File: src/rtl/bram_input_fifo.sv
// ---------------------------------------------------------------------------
// bram_input_fifo
//
// First-word-fall-through FIFO that buffers words from the ACP read path on
// their way to the accelerator datapath. Valid/ready handshakes are used on
// both sides. An occupancy counter tracks full and empty exactly, so all
// LENGTH entries can hold data.
//
// Optional feature macro: ACP_INPUT_FIFO_LEVEL_EN
//   defined   -> the occupancy port 'level' is present and driven from count
//   undefined -> 'level' is not present; count is still kept internally
//
// Parameters
//   DATA_WIDTH          word width in bits
//   LENGTH              depth in words (power of two, >= 2)
//   ALMOST_FULL_MARGIN  almost_full is set when level >= LENGTH - margin
//
// Ports
//   clk          rising-edge clock
//   reset_n      synchronous reset, active-low; has priority over everything
//   flush        synchronous clear of pointers and count; storage is kept
//   s_valid      write side: s_data carries a valid word
//   s_ready      write side: FIFO can take a word (not full)
//   s_data       write data
//   m_valid      read side: m_data carries the head word (not empty)
//   m_ready      read side: consumer takes the head word
//   m_data       head word, read combinationally from storage
//   empty        occupancy == 0
//   full         occupancy == LENGTH
//   almost_full  occupancy >= LENGTH - ALMOST_FULL_MARGIN
//   level        occupancy (only with ACP_INPUT_FIFO_LEVEL_EN)
// ---------------------------------------------------------------------------
module bram_input_fifo #(
  parameter int DATA_WIDTH         = 32,
  parameter int LENGTH             = 16,
  parameter int ALMOST_FULL_MARGIN = 4
) (
  input  logic                      clk,
  input  logic                      reset_n,
  input  logic                      flush,
  input  logic                      s_valid,
  output logic                      s_ready,
  input  logic [DATA_WIDTH-1:0]     s_data,
  output logic                      m_valid,
  input  logic                      m_ready,
  output logic [DATA_WIDTH-1:0]     m_data,
  output logic                      empty,
  output logic                      full,
  output logic                      almost_full
`ifdef ACP_INPUT_FIFO_LEVEL_EN
  ,
  output logic [$clog2(LENGTH):0]   level
`endif
);

  localparam int AW = $clog2(LENGTH);
  localparam int CW = AW + 1;

  localparam logic [CW-1:0] COUNT_FULL = CW'(LENGTH);
  localparam logic [CW-1:0] AF_THRESH  = CW'(LENGTH - ALMOST_FULL_MARGIN);
  localparam logic [AW-1:0] PTR_ONE    = AW'(1);
  localparam logic [CW-1:0] COUNT_ONE  = CW'(1);

  logic [DATA_WIDTH-1:0] mem [LENGTH];
  logic [AW-1:0]         wr_ptr;
  logic [AW-1:0]         rd_ptr;
  logic [CW-1:0]         count;

  logic                  push;
  logic                  pop;

  // Status flags derive only from registered count, so m_valid never
  // follows s_valid within the same cycle.
  always_comb begin
    empty       = (count == '0);
    full        = (count == COUNT_FULL);
    almost_full = (count >= AF_THRESH);
    s_ready     = !full;
    m_valid     = !empty;
    m_data      = mem[rd_ptr];
  end

  assign push = s_valid && s_ready;
  assign pop  = m_valid && m_ready;

`ifdef ACP_INPUT_FIFO_LEVEL_EN
  assign level = count;
`endif

  // Storage: cleared by reset only. Flush leaves the contents in place and
  // also blocks the write that would otherwise happen in that cycle.
  always_ff @(posedge clk) begin
    if (!reset_n) begin
      for (int i = 0; i < LENGTH; i++) begin
        mem[i] <= '0;
      end
    end else if (!flush && push) begin
      mem[wr_ptr] <= s_data;
    end
  end

  // Pointers wrap naturally at LENGTH because LENGTH is a power of two.
  always_ff @(posedge clk) begin
    if (!reset_n) begin
      wr_ptr <= '0;
      rd_ptr <= '0;
      count  <= '0;
    end else if (flush) begin
      wr_ptr <= '0;
      rd_ptr <= '0;
      count  <= '0;
    end else begin
      if (push) begin
        wr_ptr <= wr_ptr + PTR_ONE;
      end
      if (pop) begin
        rd_ptr <= rd_ptr + PTR_ONE;
      end
      case ({push, pop})
        2'b10:   count <= count + COUNT_ONE;
        2'b01:   count <= count - COUNT_ONE;
        default: count <= count;
      endcase
    end
  end

endmodule

File: config.mk
export PLATFORM = sky130hd
export DESIGN_NAME = bram_input_fifo
export DESIGN_NICKNAME = d
export VERILOG_FILES = /design/src/rtl/bram_input_fifo.sv
export SDC_FILE = /design/constraint.sdc
export NUM_CORES = 1
export LEC_CHECK = 0
export BUFFER_PORTS_ARGS = -buffer_cell sky130_fd_sc_hd__buf_2
export CAP_MARGIN = 20
export CORE_MARGIN = 2
export CORE_UTILIZATION = 30
export CTS_CLUSTER_SIZE = 8
export DETAILED_ROUTE_END_ITERATION = 8
export PLACE_DENSITY = 0.45
export SLEW_MARGIN = 30
export SYNTH_ARGS = -nofsm -noshare
export SYNTH_HDL_FRONTEND = slang
export SYNTH_SLANG_ARGS = --single-unit
File: constraint.sdc
create_clock -name clk -period 4.1 [get_ports clk]
set_input_delay 0.82 -clock clk [delete_from_list [all_inputs] [get_ports clk]]
set_output_delay 0.82 -clock clk [all_outputs]
set_load 0.005 [all_outputs]
Yosys cells after proc, flatten, opt, wreduce, memory -nomap -nowiden
Memory sizes are Yosys's and may differ from the RTL's. A register that Yosys moved wholly into a read port is not among the register bits.
Cells that the tools add are included.
{"block": "word_totals", "n_memories": 1, "output_inout_bits": 37, "reg_bits": 13, "ramBits": 512}
{"name": "mem", "depth": 16, "word_bits": 32, "rd": 1, "rd_ports_with_merged_regs": 1, "write_ports": 16, "line": "64", "text": "logic [DATA_WIDTH-1:0] mem [LENGTH];"}
{"block": "op_classes", "n_eq_ne": 3, "mux": 10, "add_sub_neg": 4, "n_lt_le_gt_ge": 1, "n_bitwise": 1, "n_reduce_logical": 10}
{"operator": "$mux W32", "n": 1}
{"operator": "$reduce_or A32 Y1", "n": 1}
{"operator": "$mux W4", "n": 3}
{"operator": "$pmux W5 S2", "n": 1}
{"operator": "$add A4 B1 Y4 const B", "n": 2}
{"operator": "$add A5 B1 Y5 const B", "n": 1}
{"operator": "$eq A5 B5 Y1 const B", "n": 1}
{"operator": "$ge A5 B4 Y1 const B", "n": 1}
{"operator": "$logic_not A5 Y1", "n": 1}
{"operator": "$mux W1", "n": 5}
{"operator": "$sub A5 B1 Y5 const B", "n": 1}
{"operator": "$logic_and A1 B1 Y1", "n": 3}
{"operator": "$logic_not A1 Y1", "n": 3}
{"operator": "$eq A2 B1 Y1 const B", "n": 1}
{"operator": "$eq A2 B2 Y1 const B", "n": 1}
{"operator": "$reduce_bool A2 Y1", "n": 1}
{"operator": "$reduce_or A2 Y1", "n": 1}
{"operator": "$not A1 Y1", "n": 1}

Longest topological paths before layout
Gate-level depths: netlist (run 1).
{"block": "logic_depth", "depth_word": 9, "ltp_mapped": 11, "mapped_depth_nobuf": 10}

Worst setup path after synthesis (run 1)
No wires, ideal clock.
{"block": "synth_path", "path_kind": "input to register", "from": "in s_valid", "to": "mem mem[12][0] (enable)", "required_ns": 3.634, "stages": 4, "setup_slack_ns": -0.116, "n_path_buf": 1, "setup_ns": 0.466, "arrival_ns": 3.750, "cell_sequence": "a21boi_2 buf_2 nand3_1 o21ai_0"}
{"element": "from (decl)", "line": "41", "text": "input logic s_valid,"}
{"element": "to (decl)", "line": "64"}

==> flow_summary.ini, run 1 <==
[power]
p_leak_nw = 9.144
p_per_area_mw_per_mm2 = 460.3
vdd_drop_max_v = 0.0002672
power_mw = 12.52

[clocking]
postCtsSetupBuffers = 0
clock_sinks = 529
cts_tree = yes
cts_buffers = 76
clock_path_buffers = 3
path_clk_slew_ns = 0.05
clk_latency_ns = 0.61
cts_hold_buf = 0
htree_levels = 3
cts_root_buffer = clkbuf_16
cts_resized = 0

[global_routing]
grt_max_degree = 84
grt.total_usage_pct = 18.55
antenna_found_initial = 5
grt_pass1_wl_mm = 104.5
grt-ovfl-total = 0
grt_pass1_vias = 15040

[setup_path]
crit_fanout = 27
critPathMaxStageDelay_ns = 0.67
criticalPathCategory = register to output pin
critPathSlowestCell = dfxtp_4
cp.required_ns = 3.28
crit_chain = buf_12, mux4_2, a22oi_1, nand2_1, buf_2
arrival_ns = 2.77
start_kind = register
reg2reg_setup_slack_ns = 1.04
cp-end-kind = output pin

[layout]
syn2layout_area_growth_pct = 17.71
drive_above_1_share_pct = 23.09
post-route-cell-area_sq_mm = 0.02719
multi_input_area_sq_mm = 0.007062
fin_util_pct = 35.74
num-fill-cells = 7383
final_cell_mix = edfxtp_1, nor2_1, nand2_1
seq_area_sq_mm = 0.01572
finalNonFillerCells = 2777
nets = 1781
final_common_cell = edfxtp_1

[routing]
drt_pass1_iterations = 5
avgRoutedWirePerCell_um = 26.01
drc = 0
routed_via_density = 5.091
ant_nets = 0
vias = 14140
routed_wl_mm = 72.22
drtIter0Drc = 1119

[floorplan]
die_x_um = 281.5
core_sq_mm = 0.07608
ios = 74
die_y_um = 281.5
std_cell_rows = 101
dieArea_sq_mm = 0.07923
start_util_pct = 30.36

[yosys]
ys_warn_count = 0
netlist_area_sq_mm = 0.02310
synth_top_area_cell = edfxtp_1
ys_seq_area_share_pct = 68.03
syn_inst = 1640
async_flop_share_pct = 0
synth_flop_cell = edfxtp_1
syn_nets = 1687
synth_edf_count = 512
ys_top_cells_by_area = edfxtp_1, mux4_2, nor2_1
synth_cell_type_count = 41
syn_area_per_cell_sq_um = 14.09
synth_top_area_share_pct = 66.56
ys_ff_latch = 529

[run_status]
run_status = completed

[placed_design]
dp.cells = 2686
place_ws_ns = 0.7736
hpwl_mm = 42.21
placed_area_sq_mm = 0.02511
port_buffers = 73
gp_congestion = 0.7245

[sta]
tightest_slew_ns = 0.8448
rsz0062_at_grt = no
whs_ns = 0.4948
min_period_ns = 3.586
finalHoldViolations = 0
layout_setup_ws_ns = 0.5143
final-setup-viol-count = 0
relSlewSlack_pct = 43.57
fmax_ghz = 0.2789
maxSlewViolCount = 0
tns_ns = 0
finClkSkew_ns = 0.02467
fin_crit_sh_pct = 87.46

[job]
max_cap_violations = 0

[hold_path]
hold_class = register to register
==> worst max-delay path: cells and delay by family, from the launching register on <==
family                 cells  cell delay [ns]
flip-flops                 1             0.67
multiplexers               1             0.54
AND/OR/NAND/NOR            1             0.15
buffers and inverters      2             0.48
AO/OA/AOI/OAI              1             0.31
==> final cells by class <==
class	instances	area share, %
repair buffers	134	3.640
inverters	13	0.1795
clock buffers	85	7.431
multi-input cells	980	25.97
diodes	2	0.01841
clock inverters	4	0.1979
well taps	1030	4.740
flip-flops and latches	529	57.82
==> sequential cells by signal (all words and copies together) (netlist names), named ones only <==
signal and flops:
mem 512, count 5, rd_ptr 4, wr_ptr 4
==> final timing paths <==
path | startpoint | to | cells after the start
max | register | m_data[27] | 5
min | rd_ptr[3] | rd_ptr[3] | 2
max reg2reg | count[0] | count[4] | 10
min reg2reg | rd_ptr[3] | rd_ptr[3] | 2
==> cell usage after synthesis (2+ instances only) <==
master      n
edfxtp_1  512
nor2_1    492
nand2_1   171
mux4_2    128
a22oi_1    64
clkbuf_1   64
buf_2      43
and2_4     20
and2_1     17
dfxtp_1    17
o21ai_0    16
inv_1      13
ha_1        9
nand2b_1    8
nand3_1     8
buf_4       6
nor3_1      6
a21oi_1     5
nor2b_1     5
mux2i_1     4
xor2_1      4
buf_1       3
o211ai_1    3
buf_6       2
nand4b_1    2
nor3b_1     2
or4_1       2
==> cell families (layout without fill, tap and decap cells) <==
family | count (synthesis) | count (layout) | synth area share (%)
mux | 133 | 133 | 12.70
fa+ha+maj | 10 | 10 | 0.5742
buf+inv | 131 | 236 | 2.524
other cells | 0 | 2 | 0
simple gates | 739 | 739 | 13.10
compound gates | 93 | 93 | 2.882
xor+xnor | 5 | 5 | 0.1896
flops | 529 | 529 | 68.03
==> per-layer routing <==
layer / global-route usage [%] / routed length [um] / vias to the layer above
met5: 0 / 27 / -
met4: 6.274 / 1948 / 4
met3: 3.605 / 4858 / 132
met2: 31.12 / 35380 / 512
met1: 24.08 / 30000 / 7325
li1: - / - / 6164
==> report_power, final <==
part | internal (mW) | leakage (nW) | switching, mW | total (mW)
Clock | 3.43 | 1.02 | 2.24 | 5.68
Combinational | 0.216 | 2.69 | 0.452 | 0.668
Sequential | 6.11 | 5.44 | 0.0568 | 6.17
Power figures use the tool's default switching activity.
==> inputs of run 2 (changes only) <==
--- a/config.mk
+++ b/config.mk
@@ -8,11 +8,10 @@
 export BUFFER_PORTS_ARGS = -buffer_cell sky130_fd_sc_hd__buf_2
 export CAP_MARGIN = 20
 export CORE_MARGIN = 2
-export CORE_UTILIZATION = 30
+export CORE_UTILIZATION = 40
 export CTS_CLUSTER_SIZE = 8
 export DETAILED_ROUTE_END_ITERATION = 8
-export PLACE_DENSITY = 0.45
-export SLEW_MARGIN = 30
+export PLACE_DENSITY = 0.56
 export SYNTH_ARGS = -nofsm -noshare
 export SYNTH_HDL_FRONTEND = slang
 export SYNTH_SLANG_ARGS = --single-unit
==> run 2 against run 1 <==
Sequential share of layout area increased by 0.72 points. Setup slack improved by 0.018 ns. Global-route usage increased by 4.5 points. Cell count decreased by 10%. Design area decreased by 1.2%. Hold slack improved by 0.014 ns. Register-to-register slack improved by 0.24 ns. Maximum frequency increased by 0.51%. Sequential power about the same. Utilization increased by 11 points.
==> flow_summary.ini, run 2 (synthesis results as in run 1) <==
[run_status]
run_status = completed

[sta]
layout_setup_ws_ns = 0.5325
rsz0062_at_grt = no
finalHoldViolations = 0
min_period_ns = 3.568
relSlewSlack_pct = 45.94
maxSlewViolCount = 0
fin_crit_sh_pct = 87.01
tightest_slew_ns = 0.8108
fmax_ghz = 0.2803
finClkSkew_ns = 0.01283
final-setup-viol-count = 0
tns_ns = 0
whs_ns = 0.5091

[setup_path]
start_kind = register
crit_fanout = 31
critPathMaxStageDelay_ns = 0.67
cp-endpoint = m_data[5]
worst_r2r_path_depth = 10
r2r_start = count[0]
criticalPathCategory = register to output pin
critPathSlowestCell = dfxtp_4
cp-end-kind = output pin
arrival_ns = 2.75
regToRegEndpoint = count[4]
reg2reg_setup_slack_ns = 1.28
crit_chain = buf_12, mux4_2, a22oi_1, nand2_1, buf_2
cp.required_ns = 3.28

[power]
power.switching_mw = 2.692
p_int_mw = 9.728
p_leak_nw = 9.118
p_per_area_mw_per_mm2 = 462.5
p_seq_share_pct = 49.7
power_mw = 12.42
p_sw_share_pct = 21.67
pwr-share-clk_pct = 44.9
vdd_drop_max_v = 0.0002573
combPwrFrac_pct = 5.4

[global_routing]
grt.total_usage_pct = 23.09
grt_pass1_vias = 14800
grt_max_degree = 125
antenna_found_initial = 2
grt-ovfl-total = 0
grt_pass1_wl_mm = 99.19

[floorplan]
std_cell_rows = 88
core_sq_mm = 0.05737
die_y_um = 244.3
start_util_pct = 40.27
die_x_um = 244.3
dieArea_sq_mm = 0.05969
ios = 74

[layout]
largestRegisters = mem: 512 flops, count: 5 flops
fin_util_pct = 46.82
largest_register = mem
drive_above_1_share_pct = 22.62
syn2layout_area_growth_pct = 16.26
largest_reg_flops = 512
nets = 1772
n_antenna_cell = 0
final_cell_mix = edfxtp_1, nor2_1, nand2_1
final_common_cell = edfxtp_1
post-route-cell-area_sq_mm = 0.02686
finalNonFillerCells = 2498

[placed_design]
place_ws_ns = 0.8802
placed_area_sq_mm = 0.02483
dp.cells = 2412
gp_congestion = 0.7615
hpwl_mm = 38.47
port_buffers = 73

[clocking]
clock_path_buffers = 3
clock_sinks = 529
clk_latency_ns = 0.60
postCtsSetupBuffers = 0
cts_root_buffer = clkbuf_16
path_clk_slew_ns = 0.05
htree_levels = 3
cts_resized = 0
cts_tree = yes
cts_hold_buf = 0
cts_buffers = 76

[job]
max_cap_violations = 0

[routing]
drt_pass1_iterations = 6
vias = 14280
routed_via_density = 5.717
ant_nets = 0
drc = 0
drtIter0Drc = 1536
routed_wl_mm = 68.15
avgRoutedWirePerCell_um = 27.28

[hold_path]
hold_class = register to register
min-delay-start = rd_ptr[3]
run 2: cell types whose count changed in the layout (fill, tap and decap cells not counted):
cell,previous run,this run
buf_12,13,23
buf_4,47,29
buf_6,1,0
clkbuf_1,5,4
clkbuf_16,80,79
clkbuf_8,0,1
clkinv_4,1,0
clkinv_8,1,0
clkinvlp_4,0,1
diode_2,2,0
inv_16,1,0
run 2: layer usage:
layer	routed length [um]	track usage [%]	vias to the layer above	part of all wire [%]
met2	32950	37.45	627	48
met5	0	0	-	0
met3	4998	3.644	120	7.3
met4	1618	7.120	0	2.4
met1	28580	32.15	7382	42
li1	-	-	6152	-
run 2: layout make-up:
type | instances | area (sq um)
fillers | 5048 | 30510
clock buffers | 84 | 2006
flip-flops and latches | 529 | 15720
multi-input cells | 980 | 7062
well taps | 765 | 957.2
inverters | 13 | 48.80
repair buffers | 125 | 1044
clock inverters | 2 | 16.27
run 2: power by group through the flow:
stage	logic [mW]	registers, mW	clock network (mW)
global route	0.708	6.19	5.87
CTS	0.674	6.18	5.66
finish	0.667	6.18	5.58
global placement	0.667	6.27	0
floorplan	0.347	6.25	0
detailed placement	0.672	6.28	0
run 2: how the worst min path moves through the flow:
stage | cells after the start | end | slack [ns]
6_report | 2 | rd_ptr[3] | 0.51
5_1_grt | 2 | rd_ptr[3] | 0.54
4_1_cts | 2 | rd_ptr[3] | 0.51
3_5_place_dp | 2 | rd_ptr[3] | 0.49
3_3_place_gp | 2 | rd_ptr[3] | 0.49
2_1_floorplan | 2 | register | 0.46
run 2: worst max-delay path, delay by kind of cell (launching register included):
family | cells | cell delay [ns]
simple gates | 1 | 0.15
compound gates | 1 | 0.24
buf+inv | 2 | 0.50
mux | 1 | 0.56
flops | 1 | 0.67
==> inputs of run 3 (changes only) <==
--- a/config.mk
+++ b/config.mk
@@ -5,8 +5,8 @@
 export SDC_FILE = /design/constraint.sdc
 export NUM_CORES = 1
 export LEC_CHECK = 0
+export ABC_AREA = 1
 export BUFFER_PORTS_ARGS = -buffer_cell sky130_fd_sc_hd__buf_2
-export CAP_MARGIN = 20
 export CORE_MARGIN = 2
 export CORE_UTILIZATION = 40
 export CTS_CLUSTER_SIZE = 8
==> run 3 against run 2 <==
First-iteration DRC count increased by 17%. Power increased by 6.5%. Synthesized cell count increased by 75%. Sequential power about the same. Clock power increased by 2%. Hold slack improved by 0.0038 ns. Maximum frequency decreased by 0.56%. Utilization decreased by 1.7 points. Sequential share of layout area decreased by 4.3 points. Clock skew increased by 0.0068 ns. Highest routed layer is now met5.
==> flow_summary.ini, run 3 <==
[run_status]
run_status = completed

[layout]
n_antenna_cell = 0
nets = 2925
largest_register = mem
largestRegisters = mem: 512 flops, count: 5 flops
largest_reg_flops = 512
syn2layout_area_growth_pct = 12.04
final_common_cell = nand2_1
post-route-cell-area_sq_mm = 0.02900
drive_above_1_share_pct = 11.69
final_cell_mix = nand2_1, edfxtp_1, inv_1

[global_routing]
grt_pass1_wl_mm = 112.7
grt_max_degree = 192
antenna_found_initial = 1
grt_pass1_vias = 18790
grt-ovfl-total = 0
grt.total_usage_pct = 22.45

[yosys]
syn_nets = 2918
yosysMostFrequentCell = nand2_1
synth_cell_type_count = 28
ys_top_cells_by_area = edfxtp_1, nand2_1, nand3_1
synth_edf_count = 512
syn_area_per_cell_sq_um = 9.016
async_flop_share_pct = 0
netlist_area_sq_mm = 0.02589
synth_flop_cell = edfxtp_1
ys_warn_count = 0
ys_ff_latch = 529
ys_seq_area_share_pct = 60.71
syn_inst = 2871
synth_top_area_share_pct = 59.39
ys_top_cells_by_count = nand2_1, edfxtp_1, inv_1
synth_top_area_cell = edfxtp_1

[setup_path]
start_kind = register
criticalPathCategory = register to output pin
crit_chain = inv_2, buf_4, nand3_1, nand3_1, nand2_1, buf_2
crit_fanout = 46
cp_num_buf_inv = 3
arrival_ns = 2.77
cp-end-kind = output pin
critPathSlowestCell = buf_4
path_delay_family = buffers and inverters
critPathMaxStageDelay_ns = 0.60
crit_top_cell = nand3_1
cp.required_ns = 3.28

[routing]
avgRoutedWirePerCell_um = 19.86
routed_via_density = 5.052
wl_met1_mm = 31.50
drt_pass1_iterations = 7
drc = 0
routed_wl_mm = 74.58
wl_met3_mm = 6.533
vias = 18970
route.met2.wl_mm = 34.76
top_layer = met5
ant_nets = 0
drtIter0Drc = 1790

[power]
pwr-share-clk_pct = 42.8
p_int_mw = 9.915
power.switching_mw = 3.317
p_per_area_mw_per_mm2 = 456.3
p_seq_share_pct = 46.8
combPwrFrac_pct = 10.4
p_sw_share_pct = 25.07
vdd_drop_max_v = 0.0002121
p_leak_nw = 12.67

[floorplan]
std_cell_rows = 93
dieArea_sq_mm = 0.06677
start_util_pct = 40.30
ios = 74
die_y_um = 258.4
die_x_um = 258.4
core_sq_mm = 0.06423

[clocking]
cts_resized = 0
clock_sinks = 529
clk_latency_ns = 0.60
htree_levels = 3
postCtsSetupBuffers = 0
clock_path_buffers = 3
cts_hold_buf = 0
cts_tree = yes
cts_root_buffer = clkbuf_16
path_clk_slew_ns = 0.05
cts_buffers = 76

[sta]
tns_ns = 0
finalHoldViolations = 0
maxSlewViolCount = 0
relSlewSlack_pct = 29.86
finClkSkew_ns = 0.01968
min_period_ns = 3.588
fin_crit_sh_pct = 87.50
final-setup-viol-count = 0
tightest_slew_ns = 1.051
rsz0062_at_grt = no
fmax_ghz = 0.2787

[job]
max_cap_violations = 0

[hold_path]
hold_class = register to register

[placed_design]
hpwl_mm = 44.31
placed_area_sq_mm = 0.02692
port_buffers = 73
gp_congestion = 0.8682
run 3: changes by cell type after synthesis, sizes merged, moves of 5 or more:
cell / delta
mux4: -128
and2: -37
nor2: +22
nand2b: -8
nand3: +387
buf: +35
o21ai: -9
inv: +436
nor3: +26
nor2b: -5
a22oi: -64
nand2: +558
clkbuf: +38
run 3: worst paths after layout:
path / from / endpoint / depth (start not counted) / slack (ns)
max: register / m_data[18] / 6 / 0.51
min: rd_ptr[2] / register / 2 / 0.51
max reg2reg: wr_ptr[2] / mem[10][7] / 4 / 1.60
min reg2reg: rd_ptr[2] / register / 2 / 0.51
run 3: cell type report:
type	instances	area, sq um
Clock buffer	94	2022
Clock inverter	6	56.30
Fill cell	6263	35230
Inverter	449	1700
Multi-Input combinational cell	1702	7545
Sequential cell	529	15730
Tap cell	855	1070
Timing Repair Buffer	120	880.8
run 3: per-layer routing:
metal,track usage [%],vias up
met4,7.338,2
met2,36.03,643
li1,-,9019
met5,0,-
met1,29.57,9195
met3,6.074,112
run 3: power groups by stage:
stage | combinational [mW] | sequential [mW] | clock (mW)
after floorplan | 0.858 | 6.27 | 0
after detailed placement | 1.38 | 6.29 | 0
after CTS | 1.39 | 6.19 | 5.77
after global routing | 1.53 | 6.20 | 5.96
final | 1.38 | 6.19 | 5.67
after global placement | 1.37 | 6.28 | 0
run 3: worst reg2reg max path, stage by stage, from the launching register on:
cell,delay [ns]
dfxtp_1,0.34
inv_1,0.12
nand2_2,0.51
o21ai_4,0.89
buf_4,0.32
run 3: cell families after synthesis:
family	Yosys count	synth area share [%]
AND/OR/NAND/NOR	1673	27.98
buffers and inverters	640	10.39
flip-flops	529	60.71
AO/OA/AOI/OAI	16	0.3094
adder cells (fa/ha/maj)	10	0.5124
XOR/XNOR	3	0.1015
run 3: metrics by stage:
step           instances  utilization, %  hold WS, ns  worst slack, ns  power (mW)
6_report            3755           45.15       0.5129           0.5124       13.23
5_1_grt             3755           45.15       0.5456           0.3308       13.69
4_1_cts             3755           45.15       0.4983           0.5174       13.35
3_5_place_dp        3655           41.92       0.4981           0.8291       7.673
3_3_place_gp        3655           41.92       0.4922           0.8603       7.648
2_1_floorplan       2871               -       0.4758           0.8375       7.131
